File: src/rtl/master_pkg.sv
// Types and constants shared by the master-domain write path.
package master_pkg;
    localparam int MASTER_DATA_W = 8;

    typedef enum logic [1:0] {
        IDLE   = 2'd0,
        WRITE  = 2'd1,
        FINISH = 2'd2
    } state_t;
endpackage

File: src/rtl/master_write_sequencer.sv
// Bursts incrementing words into the CDC FIFO after a start pulse; first write the cycle after start, done the cycle after the last accept.
// Backpressure: w_en is gated combinationally by full, so a stall holds data and counts with no timeout.
module master_write_sequencer
    import master_pkg::*;
#(
    parameter int DATA_W = MASTER_DATA_W,
    parameter int LEN_W  = 5,
    parameter int STEP   = 1
) (
    input  logic              clk_master,
    input  logic              reset,
    input  logic              start,
    input  logic [LEN_W-1:0]  burst_len,
    input  logic [DATA_W-1:0] start_value,
    input  logic              abort,
    input  logic              full,
    output logic              w_en,
    output logic [DATA_W-1:0] write_data,
    output logic              busy,
    output logic              done,
    output logic              aborted,
    output logic [LEN_W-1:0]  words_written
);
    localparam logic [DATA_W-1:0] STEP_V = DATA_W'(STEP);
    localparam logic [LEN_W-1:0]  ONE    = LEN_W'(1);

    state_t            r_state;
    state_t            w_next_state;
    logic [LEN_W-1:0]  r_remaining;
    logic [LEN_W-1:0]  r_count;
    logic [DATA_W-1:0] r_data;
    logic              r_aborted;
    logic              w_accept;
    logic              w_launch;

    // Abort wins over a write in the same cycle.
    assign w_accept = (r_state == WRITE) && !full && !abort;
    assign w_launch = (r_state == IDLE) && start;

    always_comb begin
        w_next_state = r_state;
        case (r_state)
            IDLE: begin
                if (start) begin
                    w_next_state = (burst_len == '0) ? FINISH : WRITE;
                end
            end
            WRITE: begin
                if (abort) begin
                    w_next_state = IDLE;
                end else if (!full && r_remaining == ONE) begin
                    w_next_state = FINISH;
                end
            end
            FINISH:  w_next_state = IDLE;
            default: w_next_state = IDLE;
        endcase
    end

    always_ff @(posedge clk_master or posedge reset) begin
        if (reset) begin
            r_state     <= IDLE;
            r_remaining <= '0;
            r_count     <= '0;
            r_data      <= '0;
            r_aborted   <= 1'b0;
        end else begin
            r_state   <= w_next_state;
            r_aborted <= (r_state == WRITE) && abort;
            if (w_launch) begin
                r_count <= '0;
                if (burst_len != '0) begin
                    r_remaining <= burst_len;
                    r_data      <= start_value;
                end
            end else if (w_accept) begin
                r_data      <= r_data + STEP_V;
                r_remaining <= r_remaining - ONE;
                r_count     <= r_count + ONE;
            end
        end
    end

    assign w_en          = w_accept;
    assign write_data    = r_data;
    assign busy          = (r_state == WRITE);
    assign done          = (r_state == FINISH);
    assign aborted       = r_aborted;
    assign words_written = r_count;
endmodule
File: config.mk
export PLATFORM = sky130hd
export DESIGN_NAME = master_write_sequencer
export DESIGN_NICKNAME = d
export VERILOG_FILES = /design/src/rtl/master_pkg.sv /design/src/rtl/master_write_sequencer.sv
export SDC_FILE = /design/constraint.sdc
export NUM_CORES = 1
export LEC_CHECK = 0
export BUFFER_PORTS_ARGS = -buffer_cell sky130_fd_sc_hd__clkbuf_2
export CAP_MARGIN = 15
export CORE_ASPECT_RATIO = 0.9
export CORE_UTILIZATION = 40
export CTS_BUF_LIST = sky130_fd_sc_hd__clkbuf_8
export DETAILED_ROUTE_END_ITERATION = 16
export GPL_TIMING_DRIVEN = 0
export PLACE_DENSITY = 0.68
export SYNTH_ARGS = -nofsm -noshare
export SYNTH_HDL_FRONTEND = slang
export SYNTH_SLANG_ARGS = --single-unit
File: constraint.sdc
create_clock -name clk_master -period 1.8 [get_ports clk_master]
set_input_delay 0.27 -clock clk_master [delete_from_list [all_inputs] [get_ports clk_master]]
set_output_delay 0.27 -clock clk_master [all_outputs]
set_load 0.02 [all_outputs]
======== After elaboration in Yosys (flattened, before gate mapping) ========
Index checks and enable logic that the tools add are counted.
storage, ports and cells
  input port bits ......................... 18
  output and inout port bits .............. 17
  bits in latches ......................... 0
  bits in writable memories ............... 0
  logic and storage cells ................. 40
  register bits after elaboration ......... 21
  memories ................................ 0
  bits in read-only memories .............. 0
operators by class
  shift-type cells ........................ 0
  multiply operators ...................... 0
  div/mod/pow operators ................... 0
  bitwise operators ....................... 0
  magnitude comparators ................... 0
  add/subtract/negate cells ............... 3
  reduce and logical (&&, ||, !) cells .... 13
  equality and inequality tests ........... 6
  mux-type cells .......................... 13
operators by type and width
  kind                 count
  $mux 5               5
  $mux 8               3
  $add 8x1->8 const B  1
  $mux 2               4
  $add 5x1->5 const B  1
  $eq 5x1->1 const B   1
  $logic_and 1x1->1    5
  $logic_not 5->1      1
  $reduce_bool 5->1    1
  $sub 5x1->5 const B  1
  $pmux 2 s2           1
  $reduce_and 2->1     2
  $ne 3x2->1 const B   1
  $eq 2x1->1 const B   1
  $eq 2x2->1 const B   1
  $logic_not 1->1      2
  $logic_not 2->1      1
  $ne 2x1->1 const B   1
  $ne 2x2->1 const B   1
  $reduce_bool 2->1    1

======== Depth between registers and ports, before layout ========
  depth after elaboration ................. 5
  gate-level depth with buffers ........... 8
  gate-level depth less buffers ........... 6

======== Worst setup path before layout ========
No wires, ideal clock.
  path type ............................... register to register
  start point ............................. register r_state[0]
  end point ............................... register r_remaining[4]
  period minus slack after synthesis ...... 1.799 ns
  slack ................................... 0.001 ns
  arrival ................................. 1.673 ns
  library setup time ...................... 0.126 ns
  cell stages (with the launch flop) ...... 8
  cells stage by stage .................... dfrtp_1 > inv_2 > or4_4 > buf_6 > clkinv_8 > and3_1 > o32ai_1 > a221o_1
on the way
  word-level cells in the longest chain between the ends .. 5
  elaborated cells between the ends (all ways) .. 9
  classes of those cells .................. eq/ne: 2; mux: 1; reduce/logical: 6
RTL lines
  element                             line                          text
  start: declaration                  master_write_sequencer.sv:27  state_t r_state;
  start signal: assignment            master_write_sequencer.sv:68  r_state <= w_next_state;
  $eq 2x1->1                          master_write_sequencer.sv:37  assign w_accept = (r_state == WRITE) && !full && !abort;
  $logic_and 1x1->1 (2 in a row)      master_write_sequencer.sv:37
  $reduce_bool 2->1 (no source line)  -
  $reduce_and 2->1 (no source line)   -
  end signal: assignment              master_write_sequencer.sv:73  r_remaining <= burst_len;
  end signal: assignment              master_write_sequencer.sv:78  r_remaining <= r_remaining - ONE;
  end: declaration                    master_write_sequencer.sv:29  logic [LEN_W-1:0] r_remaining;
Parallel ways exist; a longest one is shown, timed or not.
A chain may end at the register's enable or synchronous reset.

======== Worst setup path after layout ========
  start point ............................. register r_state[0]
  end point ............................... output port w_en
on the way
  word-level cells in the longest chain between the ends .. 3
RTL lines
  element                         line                          text
  $eq 2x1->1                      master_write_sequencer.sv:37
  $logic_and 1x1->1 (2 in a row)  master_write_sequencer.sv:37
  end: declaration                master_write_sequencer.sv:17  output logic w_en,
Every way passes these cells.

==> qor.json <==
{
  "tightest_slew": {"value": 0.822, "unit": "ns"},
  "yosys-top-cells-area": {"value": "sky130_fd_sc_hd__dfrtp_1, sky130_fd_sc_hd__a21oi_1, sky130_fd_sc_hd__ha_1, sky130_fd_sc_hd__nor2_1, sky130_fd_sc_hd__nand3_1"},
  "synth-seq-area-share": {"value": 43.5, "unit": "%"},
  "vias_per_cell": {"value": 5.63},
  "total_cts_buffers": {"value": 3},
  "syn-cell-area": {"value": 0.00121, "unit": "mm²"},
  "ys.flop_type": {"value": "sky130_fd_sc_hd__dfrtp_1"},
  "setup_ws": {"value": -0.0241, "unit": "ns"},
  "r2r.worst_path.cells": {"value": 6},
  "status": {"value": "finished with violations"},
  "antenna_violating_nets_left": {"value": 0},
  "finalSetupTns": {"value": -0.0241, "unit": "ns"},
  "yosys_warnings": {"value": 0},
  "antennaDiodeCount": {"value": 0},
  "arrival": {"value": 1.55, "unit": "ns"},
  "detailed_place_hpwl": {"value": 2.12, "unit": "mm"},
  "drtPass1Iterations": {"value": 4},
  "crit_path_end_kind": {"value": "output port"},
  "period_needed": {"value": 1.82, "unit": "ns"},
  "cts_root_buf": {"value": "sky130_fd_sc_hd__clkbuf_8"},
  "max_freq": {"value": 548, "unit": "MHz"},
  "synth_largest_area_cell": {"value": "sky130_fd_sc_hd__dfrtp_1"},
  "wire_length_of_the_first_global_routing_pass": {"value": 5.44, "unit": "mm"},
  "worstSetupStartpointType": {"value": "flop"},
  "synth_enable_flop_cells": {"value": 0},
  "multi_input_comb_area": {"value": 648, "unit": "µm²"},
  "fin_skew": {"value": 0.00167, "unit": "ns"},
  "rows": {"value": 18},
  "synth_top_area_share": {"value": 43.5, "unit": "%"},
  "initial_utilization": {"value": 42.9, "unit": "%"},
  "synthesis.instances": {"value": 133},
  "n_fill_cell": {"value": 254},
  "global_route.usage.total": {"value": 23.2, "unit": "%"},
  "crit_fanout": {"value": 6},
  "slew_headroom": {"value": 45.1, "unit": "%"},
  "placeableCoreArea": {"value": 0.00282, "unit": "mm²"},
  "p_leak": {"value": 0.758, "unit": "nW"},
  "syn_area_per_cell": {"value": 9.09, "unit": "µm²"},
  "critical-path-slowest-cell": {"value": "sky130_fd_sc_hd__or4_4"},
  "remaining_drc_errors": {"value": 0},
  "clock_tree.htree_level_count": {"value": 1},
  "final_core_util": {"value": 57.2, "unit": "%"},
  "min_path_type": {"value": "in -> async"},
  "yosys.cell_types.count": {"value": 36},
  "power_per_cell_area": {"value": 1280, "unit": "mW/mm²"},
  "drive_gt1_share": {"value": 35.6, "unit": "%"},
  "die-area": {"value": 0.00325, "unit": "mm²"},
  "path_common_cell": {"value": "sky130_fd_sc_hd__buf_8"},
  "hold_viol_final": {"value": 0},
  "violations": {"value": "negative setup slack"},
  "worstSetupPathDepth": {"value": 5},
  "io_buffer_count": {"value": 34},
  "cts_hold_buf": {"value": 0},
  "ff_latch_area": {"value": 527, "unit": "µm²"},
  "cap_violations": {"value": 0},
  "tritoncts": {"value": "yes"},
  "final_max_slew_viol_count": {"value": 0},
  "finalWirelength": {"value": 3.25, "unit": "mm"},
  "clk_pin_slew": {"value": 0.08, "unit": "ns"},
  "syn_to_layout_area_delta": {"value": 33.1, "unit": "%"},
  "synth_async_sr_flop_share": {"value": 100, "unit": "%"},
  "grt_pass1_vias": {"value": 1149},
  "antenna_found_initial": {"value": 0},
  "iter_0_drt_violations": {"value": 66},
  "route.vias.total": {"value": 1221},
  "floorplan.die.width": {"value": 59.9, "unit": "µm"},
  "critical_path.cell_chain": {"value": "inv_2, or4_4, clkinv_8, buf_8, buf_8"},
  "setup_violations": {"value": 1},
  "timing_worst_setup_path_type": {"value": "reg -> out"},
  "postSynthRegisterBits": {"value": 21},
  "peakVddDrop": {"value": 0.000670, "unit": "V"},
  "gp_congestion": {"value": 0.801},
  "critical_path.top_delay_family": {"value": "simple AND/OR/NAND/NOR gates"},
  "gr-total-overflow": {"value": 0},
  "clock_path_buffers": {"value": 2},
  "i_o_pin_cnt": {"value": 35},
  "fp.dieH": {"value": 54.2, "unit": "µm"},
  "worst-path-buf-inv": {"value": 4},
  "grt_max_degree": {"value": 22},
  "worstSkewPairLatency": {"value": 0.26, "unit": "ns"},
  "power": {"value": 0.00206, "unit": "W"},
  "design.final.nets": {"value": 200},
  "mappedNetlistNets": {"value": 155},
  "fraction_of_the_cycle_the_final_worst_path_needs": {"value": 101, "unit": "%"},
  "routed_wire_length_per_instance": {"value": 15.0, "unit": "µm"},
  "number_of_clock_sinks": {"value": 21},
  "critical_path.max_stage_delay": {"value": 0.58, "unit": "ns"},
  "unrepaired_setup_endpoints_after_global_routing": {"value": "yes"},
  "crit_required": {"value": 1.53, "unit": "ns"}
}
-- through the flow --
stage / std cells / hold WS [ns] / area, µm² / setup WS [ns]
5_1_grt: 217 / 0.205 / 1610 / -0.0702
2_1_floorplan: 133 / 0.247 / 1210 / 0.000885
4_1_cts: 218 / 0.175 / 1620 / -0.0947
6_report: 217 / 0.138 / 1610 / -0.0241
3_3_place_gp: 207 / 0.452 / 1430 / -0.305
3_5_place_dp: 207 / 0.462 / 1430 / -0.295
-- synthesized netlist by cell type (4+ instances only) --
library cell               count
sky130_fd_sc_hd__o21ai_0       8
sky130_fd_sc_hd__nand2_1       9
sky130_fd_sc_hd__inv_1         6
sky130_fd_sc_hd__nand3_1       8
sky130_fd_sc_hd__o22ai_1       6
sky130_fd_sc_hd__nor3_1        4
sky130_fd_sc_hd__a21oi_1      10
sky130_fd_sc_hd__nand4_1       5
sky130_fd_sc_hd__clkbuf_1      4
sky130_fd_sc_hd__dfrtp_1      21
sky130_fd_sc_hd__ha_1          4
sky130_fd_sc_hd__nor2_1       11
-- metal layers --
metal / wire, µm / global-route usage, %
met5: 0 / 0
met4: 102 / 10.5
met3: 198 / 4.57
met2: 1530 / 37.4
met1: 1420 / 30.1
-- report_power, final --
group	leakage, nW	internal, W	switching [W]
Clock	0.0255	0.000154	0.000157
Combinational	0.479	0.000409	0.000537
Sequential	0.254	0.000621	0.000181
Total	0.758	0.00118	0.000875
-- cells by family (layout without fill, tap and decap cells) --
family	Yosys count	in the layout	synth area share, %
AND/OR/NAND/NOR	49	49	21.3
AO/OA/AOI/OAI	41	41	22.2
flip-flops	21	21	43.5
buffers and inverters	15	59	6.52
adder cells (fa/ha/maj)	4	4	4.14
XOR/XNOR	2	2	1.45
multiplexers	1	1	0.932
-- path summary, 6_finish.rpt --
kind	startpoint	endpoint	slack (ns)
max in group asynchronous	reset	r_state[1]	1.10
hold reg to reg	words_written[4]	words_written[4]	0.49
setup reg to reg	r_state[0]	r_remaining[4]	0.04
setup / recovery	r_state[0]	w_en	-0.02
min in group clk_master	start_value[1]	write_data[1]	0.25
hold / removal	reset	words_written[4]	0.14
-- layout by cell type, fill, tap and decap left out, drive strengths merged, types with 5 or more instances in the layout --
master,n
clkbuf,38
dfrtp,21
buf,12
nor2,11
a21oi,10
o21ai,9
nand2,9
nand3,8
inv,7
o22ai,6
nand4,5
-- cell type report --
class                           instances  share of cell area, %
Buffer                                  5                   2.64
Timing Repair Buffer                   42                   15.7
Sequential cell                        21                   32.7
Multi-Input combinational cell         97                   40.3
Inverter                                8                   2.64
Clock buffer                            3                   2.57
Clock inverter                          1                  0.311
Tap cell                               40                   3.11
-- repair_timing --
item	CTS	global route
setup endpoints to repair	16	11
gates cloned	0	0
resized for setup	19	3
setup buffers	8	0
pin swaps	2	2
-- flip-flops by register name, summed over array words and instances (netlist names) --
register and cells:
write_data 8, r_remaining 5, words_written 5, r_state 2, aborted 1
(Power assumes the default switching activity.)
